===== src/rtl/fetch_stage_pkg.sv =====
// Shared types and constants for the instruction fetch front end.
// Word width, the reset PC default and the PC increment live here.
package fetch_stage_pkg;

  localparam int WORD_LEN = 32;

  typedef logic [WORD_LEN-1:0] word_t;

  localparam word_t START_ADDR_DEFAULT = 32'h0000_0000;
  localparam word_t INST_LEN_BYTES     = 32'd4;

  // A fetched instruction paired with the address it was read from.
  typedef struct packed {
    word_t pc;
    word_t inst;
  } fetch_pkt_t;

  // Instruction addresses are always word aligned; low bits are dropped.
  function automatic word_t align_pc(input word_t addr);
    return addr & ~word_t'(3);
  endfunction

endpackage


===== src/rtl/fetch_skid.sv =====
// One-entry hold buffer for a fetched instruction that decode could not take,
// plus the mux that presents either the held entry or the live imem response.
module fetch_skid
  import fetch_stage_pkg::*;
(
  input  logic       clk,
  input  logic       rst_n,
  input  logic       capture_i,
  input  logic       drain_i,
  input  logic       flush_i,
  input  fetch_pkt_t rsp_i,
  output logic       skid_v_o,
  output fetch_pkt_t out_o
);

  logic       skid_v_q, skid_v_d;
  fetch_pkt_t skid_q,   skid_d;

  // NOTE: every variable written here gets a default first, so no path
  // through the block leaves it unassigned and no latch is inferred.
  always_comb begin
    skid_v_d = skid_v_q;
    skid_d   = skid_q;
    if (flush_i) begin
      skid_v_d = 1'b0;
    end else if (capture_i) begin
      skid_v_d = 1'b1;
      skid_d   = rsp_i;
    end else if (drain_i) begin
      skid_v_d = 1'b0;
    end
  end

  // NOTE: state registers use non-blocking assignments; the data fields are
  // reset too, so a discarded entry never leaks X or stale values.
  always_ff @(posedge clk) begin
    if (!rst_n) begin
      skid_v_q <= 1'b0;
      skid_q   <= '0;
    end else begin
      skid_v_q <= skid_v_d;
      skid_q   <= skid_d;
    end
  end

  assign skid_v_o = skid_v_q;
  assign out_o    = skid_v_q ? skid_q : rsp_i;

endmodule


===== src/rtl/fetch_stage.sv =====
// Instruction fetch: owns the PC, issues reads to a 1-cycle synchronous imem,
// and hands (pc, inst) to decode with stall absorption and redirect support.
module fetch_stage
  import fetch_stage_pkg::*;
#(
  parameter word_t START_ADDR = START_ADDR_DEFAULT
) (
  input  logic                clk,
  input  logic                rst_n,
  output logic [WORD_LEN-1:0] imem_addr,
  input  logic [WORD_LEN-1:0] imem_inst,
  input  logic                redirect_valid,
  input  logic [WORD_LEN-1:0] redirect_pc,
  output logic                out_valid,
  input  logic                out_ready,
  output logic [WORD_LEN-1:0] out_pc,
  output logic [WORD_LEN-1:0] out_inst
);

  word_t      pc_q, pc_d;
  logic       rsp_v_q, rsp_v_d;
  word_t      rsp_pc_q, rsp_pc_d;

  logic       skid_v;
  logic       any_v;
  logic       issue;
  logic       capture;
  logic       drain;
  fetch_pkt_t rsp_pkt;
  fetch_pkt_t out_pkt;

  // Redirect outranks everything: it blocks issue, capture and the handoff.
  assign any_v     = skid_v | rsp_v_q;
  assign out_valid = any_v & ~redirect_valid;
  assign issue     = ~redirect_valid & (~any_v | out_ready);
  assign capture   = rsp_v_q & ~skid_v & ~out_ready & ~redirect_valid;
  assign drain     = skid_v & out_ready;

  always_comb begin
    pc_d     = pc_q;
    rsp_v_d  = 1'b0;
    rsp_pc_d = rsp_pc_q;
    if (redirect_valid) begin
      pc_d = align_pc(redirect_pc);
    end else if (issue) begin
      rsp_v_d  = 1'b1;
      rsp_pc_d = pc_q;
      pc_d     = pc_q + INST_LEN_BYTES;
    end
  end

  always_ff @(posedge clk) begin
    if (!rst_n) begin
      pc_q     <= START_ADDR;
      rsp_v_q  <= 1'b0;
      rsp_pc_q <= '0;
    end else begin
      pc_q     <= pc_d;
      rsp_v_q  <= rsp_v_d;
      rsp_pc_q <= rsp_pc_d;
    end
  end

  assign rsp_pkt = '{pc: rsp_pc_q, inst: imem_inst};

  fetch_skid u_skid (
    .clk       (clk),
    .rst_n     (rst_n),
    .capture_i (capture),
    .drain_i   (drain),
    .flush_i   (redirect_valid),
    .rsp_i     (rsp_pkt),
    .skid_v_o  (skid_v),
    .out_o     (out_pkt)
  );

  assign imem_addr = pc_q;
  assign out_pc    = out_pkt.pc;
  assign out_inst  = out_pkt.inst;

endmodule


===== config.mk =====
export PLATFORM = sky130hd
export DESIGN_NAME = fetch_stage
export DESIGN_NICKNAME = d
export VERILOG_FILES = /design/src/rtl/fetch_stage_pkg.sv /design/src/rtl/fetch_skid.sv /design/src/rtl/fetch_stage.sv
export SDC_FILE = /design/constraint.sdc
export NUM_CORES = 1
export LEC_CHECK = 0
export BUFFER_PORTS_ARGS = -buffer_cell sky130_fd_sc_hd__buf_4
export CAP_MARGIN = 5
export CORE_ASPECT_RATIO = 1.4
export CORE_MARGIN = 4
export CORE_UTILIZATION = 35
export DETAILED_ROUTE_END_ITERATION = 8
export GPL_TIMING_DRIVEN = 1
export HOLD_SLACK_MARGIN = 0.02
export SLEW_MARGIN = 20
export SYNTH_ARGS = -nofsm -noshare
export SYNTH_HDL_FRONTEND = slang
export SYNTH_SLANG_ARGS = --single-unit

===== constraint.sdc =====
create_clock -name clk -period 4.3 [get_ports clk]
set_input_delay 0.86 -clock clk [delete_from_list [all_inputs] [get_ports clk]]
set_output_delay 0.86 -clock clk [all_outputs]
set_load 0.05 [all_outputs]

Word-level counts from Yosys, hierarchy flattened
Cells that the tools add are included.
{"block": "classes", "add_sub_neg": 1, "mux": 6, "bitwise_logic": 13, "reduce_logical": 5}
{"op": "32-bit two-way mux", "count": 2}
{"op": "64-bit two-way mux", "count": 1}
{"op": "32-bit by 3-bit adder with 32-bit output (second input constant)", "count": 1}
{"op": "1-bit bitwise AND", "count": 6}
{"op": "1-bit inverter", "count": 5}
{"op": "2-bit AND reduction", "count": 2}
{"op": "2-bit nonzero test", "count": 2}
{"op": "1-bit two-way mux", "count": 3}
{"op": "1-bit OR", "count": 2}
{"op": "2-bit OR reduction", "count": 1}
{"block": "totals", "ff_bits": 130, "in_bits": 68, "output_inout_bits": 97}

Longest topological paths before layout
Gate-level depths: netlist (run 1).
{"block": "depth", "word_depth": 6, "depth_mapped": 7, "mapped_depth_nobuf": 6}

Cells and area by module
From an unflattened synthesis (run 1), not the netlist that was laid out.
{"block": "unflattened", "cells_unflattened": 723, "hier_area_um2": 6557.5}
{"module": "fetch_skid", "n_inst": 1, "cells_per_inst": 353, "area_each_um2": 3651.0, "seq_area_each_um2": 1301.2}
{"module": "fetch_stage", "n_inst": 1, "cells_per_inst": 370, "area_each_um2": 2906.5, "seq_area_each_um2": 1221.2}

Worst setup path before layout (run 1)
Ideal clock, no wire load.
{"block": "synth_path", "path_kind": "input -> output", "startpoint": "in redirect_valid", "endpoint": "out out_valid", "arrival_time_ns": 2.135, "required_time_ns": 3.440, "slack_ns": 1.305, "path_stages": 4, "path_buffers": 3, "cell_sequence": "clkbuf_1 clkbuf_1 clkbuf_1 nor2_1"}
{"block": "synth_between", "elab_chain_cells": 2}
{"item": "start, declared", "line": "fetch_stage.sv:12", "rtl": "input logic redirect_valid,"}
{"item": "1-bit inverter (no source line)"}
{"item": "1-bit bitwise AND", "line": "fetch_stage.sv:34", "rtl": "assign out_valid = any_v & ~redirect_valid;"}
{"item": "end, declared", "line": "fetch_stage.sv:14", "rtl": "output logic out_valid,"}
No other way between the ends.

Worst setup path in the final report (run 1)
{"block": "layout_path", "startpoint": "reg u_skid.skid_v_q, in the netlist u_skid.skid_v_o", "endpoint": "out out_inst[4]"}
{"block": "layout_between", "elab_chain_cells": 1}
{"item": "start, declared", "line": "fetch_skid.sv:16", "rtl": "logic skid_v_q, skid_v_d;"}
{"item": "start signal, assigned", "line": "fetch_skid.sv:41", "rtl": "skid_v_q <= skid_v_d;"}
{"item": "64-bit two-way mux", "line": "fetch_skid.sv:47", "rtl": "assign out_o = skid_v_q ? skid_q : rsp_i;"}
{"item": "end, declared", "line": "fetch_stage.sv:17", "rtl": "output logic [WORD_LEN-1:0] out_inst"}
No other way between the ends.

==> impl_metrics.sql, run 1 <==
INSERT INTO impl_metrics (metric_group, metric, value, unit) VALUES
('cells_and_area', 'finish.cell_count_without_fillers', '1049', ''),
('synth', 'yosysWarnings', '0', ''),
('critical_path', 'crit_path_max_fanout', '43', ''),
('clock_network', 'tritoncts_num_sinks', '124', ''),
('clock_network', 'max-clock-path-buffers', '2', ''),
('sta', 'number_of_max_slew_violations_in_the_final_report', '0', ''),
('sta', 'tightestPinTransition', '1.06', 'ns'),
('sta', 'fmax', '296', 'MHz'),
('cells_and_area', 'post_route_cells_drive_above_1_share', '32.1', '%'),
('status', 'status', 'complete, no violations', ''),
('global_route', 'maximum_number_of_pins_on_one_net_before_global_route_repair', '65', ''),
('synth', 'syn_area_per_cell', '8.17', 'µm²'),
('global_route', 'grt_antenna_before_repair', '0', ''),
('critical_path', 'critical_path_required', '3.44', 'ns'),
('clock_network', 'cts_setup_buffers', '0', ''),
('place', 'number_of_placed_instances_taps_included', '1017', ''),
('cells_and_area', 'layout.cells.most_common', 'sky130_fd_sc_hd__nand2_1', ''),
('clock_network', 'cts.repair.resized', '0', ''),
('critical_path', 'worstSetupStartpointType', 'flop', ''),
('route', 'detail_route.vias_per_cell', '5.09', ''),
('clock_network', 'clock_insertion_delay_worst_skew', '0.40', 'ns'),
('floorplan', 'initial_core_util', '35.5', '%'),
('power', 'total_power', '3230', 'µW'),
('critical_path', 'timing.critical_path.arrival', '2.51', 'ns'),
('route', 'route.vias.total', '5340', ''),
('sta', 'setup_viol_count_final', '0', ''),
('cells_and_area', 'fillCellCount', '1620', ''),
('place', 'dp_worst_setup_slack', '1.33', 'ns'),
('synth', 'netlist_instances', '700', ''),
('route', 'detail_route.first_pass.iterations', '5', ''),
('critical_path', 'critical_path.cell_chain', 'buf_4 -> mux2_2 -> buf_4', ''),
('cells_and_area', 'nets', '906', ''),
('synth', 'ys_dominant_reg_cell', 'sky130_fd_sc_hd__dfxtp_1', ''),
('route', 'route.detailed.drc', '0', ''),
('synth', 'syn-cell-area', '0.00572', 'mm²'),
('clock_network', 'clk_slew_on_worst_s_h_paths', '0.06', 'ns'),
('floorplan', 'placement_rows', '55', ''),
('clock_network', 'cts_hold_buffers', '0', ''),
('critical_path', 'critical_path.n_buffers_inverters', '2', ''),
('cells_and_area', 'synthToLayoutAreaGrowth', '33.9', '%'),
('global_route', 'global_route_wire_length_before_repair', '26300', 'µm'),
('global_route', 'globalRoute.totalOverflow', '0', ''),
('clock_network', 'cts-htree-levels', '4', ''),
('critical_path', 'setup.worst_path.end_class', 'output pin', ''),
('sta', 'layout_setup_ws', '0.926', 'ns'),
('critical_path', 'slowest_delay', '1.02', 'ns'),
('route', 'detail-route-antenna-nets', '0', ''),
('synth', 'yosys_register_bits', '124', ''),
('critical_path', 'crit_top_cell', 'sky130_fd_sc_hd__buf_4', ''),
('min_path', 'hold_class', 'reg2reg', ''),
('power', 'leakage', '0.00301', 'µW'),
('power', 'worst_voltage_drop_across_the_vdd_grid', '0.218', 'mV'),
('route', 'detailedRoute.firstIterationViolations', '244', ''),
('floorplan', 'ioPinCount', '165', ''),
('clock_network', 'cts_made_buffers', '17', ''),
('critical_path', 'critPathTopFamily', 'flip-flops', ''),
('global_route', 'grt_use_total', '17.6', '%'),
('sta', 'setup_repair_after_global_routing_missed_its_margin', 'false', ''),
('sta', 'fin_tns_setup', '0', 'ns'),
('sta', 'finalClockSkew', '0.0104', 'ns'),
('synth', 'synth_seq_area_share', '43.4', '%'),
('sta', 'report.final.hold_viol_count', '0', ''),
('sta', 'finalCritPeriodShare', '78.5', '%'),
('floorplan', 'die_width', '116', 'µm'),
('job', 'drv.max_cap_violation_count', '0', ''),
('power', 'pwr_density_cell', '422', 'mW/mm²'),
('place', 'globalplace.congestion', '0.831', ''),
('clock_network', 'cts_tree', 'yes', ''),
('cells_and_area', 'antennaDiodeCount', '0', ''),
('floorplan', 'die_height', '159', 'µm'),
('cells_and_area', 'ff_latch_area', '0.00248', 'mm²');
==> layout make-up <==
type,instances,share of cell area (%)
clock inverter,11,2.16
timing repair buffer,166,16.3
sequential,124,32.4
clock buffer,21,6.14
inverter,5,0.261
multi-input combinational,523,39.5
tap,199,3.25
==> metrics by stage <==
step           hold WS (ns)  util, %  cell area [µm²]
2_1_floorplan         0.433        -             5730
3_3_place_gp          0.438     43.6             7020
3_5_place_dp          0.444     43.6             7020
4_1_cts               0.453     47.6             7660
5_1_grt               0.470     47.6             7660
6_report              0.451     47.6             7660
==> logic make-up (layout without fill, tap and decap cells) <==
family | count (synthesis) | in the layout | share of synthesized area, %
AND/OR/NAND/NOR | 277 | 277 | 21.2
AO/OA/AOI/OAI | 161 | 161 | 15.9
XOR/XNOR | 13 | 13 | 1.99
other | 1 | 4 | 0.0656
flip-flops | 124 | 124 | 43.4
adder cells (fa/ha/maj) | 1 | 1 | 0.219
multiplexers | 67 | 67 | 13.1
buffers and inverters | 56 | 203 | 4.13
==> flip-flops by register name (all words and copies together) (netlist names) <==
signal / count
imem_addr: 30
rsp_pc_q: 30
rsp_v_q: 1
u_skid.skid_q: 62
u_skid.skid_v_o: 1
==> worst reg2reg max path, delay by kind of cell (launching register included) <==
kind	cells	cell delay [ns]
flops	1	1.02
simple gates	2	0.56
compound gates	2	0.49
buf+inv	1	0.33
==> layer usage <==
metal | vias up | part of all wire [%] | GRT usage [%]
met3 | 23 | 4.9 | 3.38
met2 | 155 | 51 | 29.2
met1 | 2456 | 43 | 22.6
li1 | 2706 | - | -
met4 | 0 | 1.9 | 6.17
met5 | - | 0 | 0
==> Yosys cell counts (all sizes together), types with 2 or more instances <==
| library cell | instances | share of area, % |
|---|---|---|
| a211oi | 3 | 0.39 |
| dfxtp | 124 | 43 |
| nand2 | 204 | 13 |
| o22ai | 3 | 0.33 |
| nand4 | 12 | 1.4 |
| a22oi | 9 | 1.2 |
| nor2 | 22 | 1.4 |
| and3 | 8 | 0.90 |
| mux2i | 4 | 0.70 |
| a41oi | 2 | 0.31 |
| o311ai | 3 | 0.46 |
| inv | 5 | 0.33 |
| xnor2 | 5 | 0.77 |
| a31oi | 5 | 0.55 |
| and4 | 3 | 0.48 |
| o32ai | 2 | 0.31 |
| xor2 | 8 | 1.2 |
| nand3 | 13 | 1.2 |
| a222oi | 2 | 0.35 |
| a21oi | 104 | 9.1 |
| mux2 | 63 | 12 |
| o21ai | 21 | 1.8 |
| buf | 7 | 0.90 |
| clkbuf | 44 | 2.9 |
| nor3 | 6 | 0.61 |
| nor4 | 3 | 0.85 |
==> worst paths after layout <==
check,start,end,slack [ns],cells after the start
max,u_skid.skid_v_o$_SDFFE_PP0P_,out_inst[4],0.93,3
min,u_skid.skid_q[46]$_SDFFE_PN0P_,u_skid.skid_q[46]$_SDFFE_PN0P_,0.45,2
max reg2reg,u_skid.skid_v_o$_SDFFE_PP0P_,rsp_pc_q[9]$_SDFFE_PN0P_,1.83,5
min reg2reg,u_skid.skid_q[46]$_SDFFE_PN0P_,u_skid.skid_q[46]$_SDFFE_PN0P_,0.45,2
==> where the power goes <==
| part | total (µW) | switching (µW) | internal (µW) |
|---|---|---|---|
| logic | 466 | 305 | 161 |
| registers | 1240 | 53.3 | 1190 |
| clock network | 1530 | 513 | 1010 |
| total | 3230 | 871 | 2360 |
No activity file was read; power rests on OpenSTA's default activity.
==> run 2: changes to the inputs <==
Clock period 4.3 ns to 3.2 ns, I/O delays scaled along.
==> run 2 against run 1 <==
  * Sequential power increased by 34%
  * Worst setup slack worse by 0.19 ns
  * First-iteration DRC count up 8.2%
  * Critical endpoint is now out_pc[23]
  * Sequential share of layout area down 0.11 points
  * Combinational power up 35%
  * Clock-buffer cell count is 1 lower
==> impl_metrics.sql, run 2 (same netlist as run 1, synthesis figures left out) <==
INSERT INTO impl_metrics (metric_group, metric, value, unit) VALUES
('status', 'status', 'complete, no violations', ''),
('place', 'globalplace.congestion', '0.832', ''),
('clock_network', 'cts_setup_buffers', '0', ''),
('floorplan', 'die_area', '0.0185', 'mm²'),
('critical_path', 'r2r.worst_path.cells', '6', ''),
('global_route', 'maximum_number_of_pins_on_one_net_before_global_route_repair', '63', ''),
('floorplan', 'design.core.area', '0.0161', 'mm²'),
('global_route', 'grt_pass1_vias', '5207', ''),
('route', 'route.detailed.drc', '0', ''),
('sta', 'setup_viol_count_final', '0', ''),
('global_route', 'globalRoute.totalOverflow', '0', ''),
('route', 'met2RoutedLength', '8440', 'µm'),
('critical_path', 'crit_path_top_delay_cell', 'sky130_fd_sc_hd__dfxtp_2', ''),
('clock_network', 'max-clock-path-buffers', '2', ''),
('place', 'number_of_placed_instances_taps_included', '1020', ''),
('power', 'pwr_density_cell', '563', 'mW/mm²'),
('cells_and_area', 'layout_common_cells', 'sky130_fd_sc_hd__nand2_1, sky130_fd_sc_hd__buf_4, sky130_fd_sc_hd__dfxtp_1', ''),
('cells_and_area', 'finish.cell_count_without_fillers', '1052', ''),
('place', 'dp_hpwl', '11200', 'µm'),
('power', 'cell_internal_pwr', '3150', 'µW'),
('route', 'detailedRoute.firstIterationViolations', '264', ''),
('route', 'maxUsedRoutingLayer', 'met4', ''),
('place', 'post_dp_cell_area', '0.00706', 'mm²'),
('cells_and_area', 'antennaDiodeCount', '0', ''),
('sta', 'layout_min_cycle_time', '2.46', 'ns'),
('critical_path', 'timing.critical_path.arrival', '1.82', 'ns'),
('sta', 'finalClockSkew', '0.0149', 'ns'),
('critical_path', 'crit_path_max_fanout', '26', ''),
('floorplan', 'die_height', '159', 'µm'),
('power', 'netSwitchingFraction', '27.1', '%'),
('critical_path', 'critical_path.n_buffers_inverters', '2', ''),
('power', 'clkPwrFrac', '46.9', '%'),
('cells_and_area', 'nets', '909', ''),
('route', 'route.vias.total', '5319', ''),
('route', 'routed_length_on_met1', '6990', 'µm'),
('min_path', 'hold_class', 'in2reg', ''),
('global_route', 'global_route_wire_length_before_repair', '26800', 'µm'),
('floorplan', 'die_width', '116', 'µm'),
('floorplan', 'placement_rows', '55', ''),
('sta', 'hold_ws', '0.433', 'ns'),
('sta', 'fmax', '406', 'MHz'),
('critical_path', 'slowest_delay', '0.44', 'ns'),
('critical_path', 'critical_path.cell_chain', 'buf_4 -> mux2_2 -> buf_4', ''),
('route', 'detail-route-antenna-nets', '0', ''),
('clock_network', 'clock_insertion_delay_worst_skew', '0.41', 'ns'),
('route', 'detail_route.vias_per_cell', '5.06', ''),
('min_path', 'worst_hold_path.num_cells', '3', ''),
('route', 'avgRoutedWirePerCell', '15.8', 'µm'),
('clock_network', 'tritoncts_num_sinks', '124', ''),
('sta', 'worst_slew_margin_rel', '53.4', '%'),
('power', 'sequentialPowerShare', '38.5', '%'),
('route', 'met3WireLength', '908', 'µm'),
('sta', 'number_of_max_slew_violations_in_the_final_report', '0', ''),
('critical_path', 'setup.worst_path.end_class', 'output pin', ''),
('job', 'drv.max_cap_violation_count', '0', ''),
('floorplan', 'ioPinCount', '165', ''),
('clock_network', 'cts_hold_buffers', '0', ''),
('power', 'worst_voltage_drop_across_the_vdd_grid', '0.278', 'mV'),
('cells_and_area', 'post_route_cells_drive_above_1_share', '32.4', '%'),
('cells_and_area', 'layout.cells.most_common', 'sky130_fd_sc_hd__nand2_1', ''),
('global_route', 'grt_use_total', '18.1', '%'),
('clock_network', 'cts_tree', 'yes', ''),
('critical_path', 'worstSetupStartpointType', 'flop', ''),
('power', 'power.combinational.fraction', '14.6', '%'),
('sta', 'tightestPinTransition', '0.700', 'ns'),
('floorplan', 'initial_core_util', '35.5', '%'),
('clock_network', 'cts.repair.resized', '0', ''),
('route', 'detail_route.first_pass.iterations', '7', ''),
('clock_network', 'cts-htree-levels', '4', ''),
('critical_path', 'critical_path_cell_count', '3', ''),
('cells_and_area', 'max_reg_flops', '62', ''),
('critical_path', 'critPathTopFamily', 'buffers and inverters', ''),
('cells_and_area', 'registers.top_by_ff_count', 'u_skid.skid_q', ''),
('sta', 'finalCritPeriodShare', '77.0', '%'),
('clock_network', 'root_buffer', 'sky130_fd_sc_hd__clkbuf_16', ''),
('sta', 'setup_repair_after_global_routing_missed_its_margin', 'false', ''),
('cells_and_area', 'postLayoutCellArea', '0.00768', 'mm²'),
('place', 'place.port_buffers', '158', ''),
('global_route', 'grt_antenna_before_repair', '0', ''),
('route', 'routed_wirelength', '16600', 'µm'),
('clock_network', 'clk_slew_on_worst_s_h_paths', '0.05', 'ns'),
('clock_network', 'cts_made_buffers', '17', ''),
('sta', 'report.final.hold_viol_count', '0', ''),
('sta', 'fin_tns_setup', '0', 'ns'),
('critical_path', 'crit_top_cell', 'sky130_fd_sc_hd__buf_4', ''),
('cells_and_area', 'synthToLayoutAreaGrowth', '34.3', '%'),
('power', 'switchingPower', '1170', 'µW'),
('critical_path', 'setup.worst_path.class', 'reg2out', ''),
('power', 'leakage', '0.00304', 'µW'),
('critical_path', 'critical_path_required', '2.56', 'ns');
-- run 2: cell types whose count changed in the layout (fill, tap and decap cells not counted) --
cell	previous run	this run
sky130_fd_sc_hd__clkinv_4	0	1
sky130_fd_sc_hd__clkbuf_8	3	2
sky130_fd_sc_hd__buf_12	0	1
sky130_fd_sc_hd__buf_4	166	168
sky130_fd_sc_hd__clkinv_2	4	6
sky130_fd_sc_hd__clkinvlp_4	4	2
-- run 2: path summary, 6_finish.rpt --
| path | start | endpoint | slack (ns) |
|---|---|---|---|
| min reg2reg | u_skid.skid_q[38]$_SDFFE_PN0P_ | u_skid.skid_q[38]$_SDFFE_PN0P_ | 0.45 |
| max | u_skid.skid_v_o$_SDFFE_PP0P_ | out_pc[23] | 0.74 |
| min | redirect_pc[19] | imem_addr[19]$_SDFFE_PN0P_ | 0.43 |
| max reg2reg | imem_addr[3]$_SDFFE_PN0P_ | imem_addr[30]$_SDFFE_PN0P_ | 1.17 |
-- run 2: layout make-up --
class                      count  area [µm²]
clock buffer                  20         457
clock inverter                12         169
fill                        1619        8420
inverter                       5        20.0
multi-input combinational    523        3020
sequential                   124        2480
tap                          199         249
timing repair buffer         169        1280
-- run 2: power groups by stage --
stage	clock network [µW]	logic (µW)	registers, µW
finish	2030	631	1660
global route	2160	671	1670
CTS	2080	637	1660
detailed placement	0	636	1700
global placement	0	633	1700
floorplan	0	345	1760
-- run 2: tightest hold or removal path: stages --
cell and delay, ns:
sky130_fd_sc_hd__buf_4 0.08, sky130_fd_sc_hd__nand2_1 0.03, sky130_fd_sc_hd__o21ai_0 0.05
-- run 2: per-stage QoR --
step | setup slack (ns) | util (%) | total power, µW
after floorplan | 0.645 | - | 2100
after global placement | 0.992 | 43.8 | 2330
after detailed placement | 0.956 | 43.8 | 2330
after CTS | 0.700 | 47.7 | 4380
after global routing | 0.660 | 47.7 | 4500
final | 0.735 | 47.7 | 4330
-- run 2: metal layers --
metal	up-vias	global-route usage, %
met2	152	30.7
met4	0	5.80
met1	2443	22.4
met3	17	4.22
li1	2707	-
met5	-	0
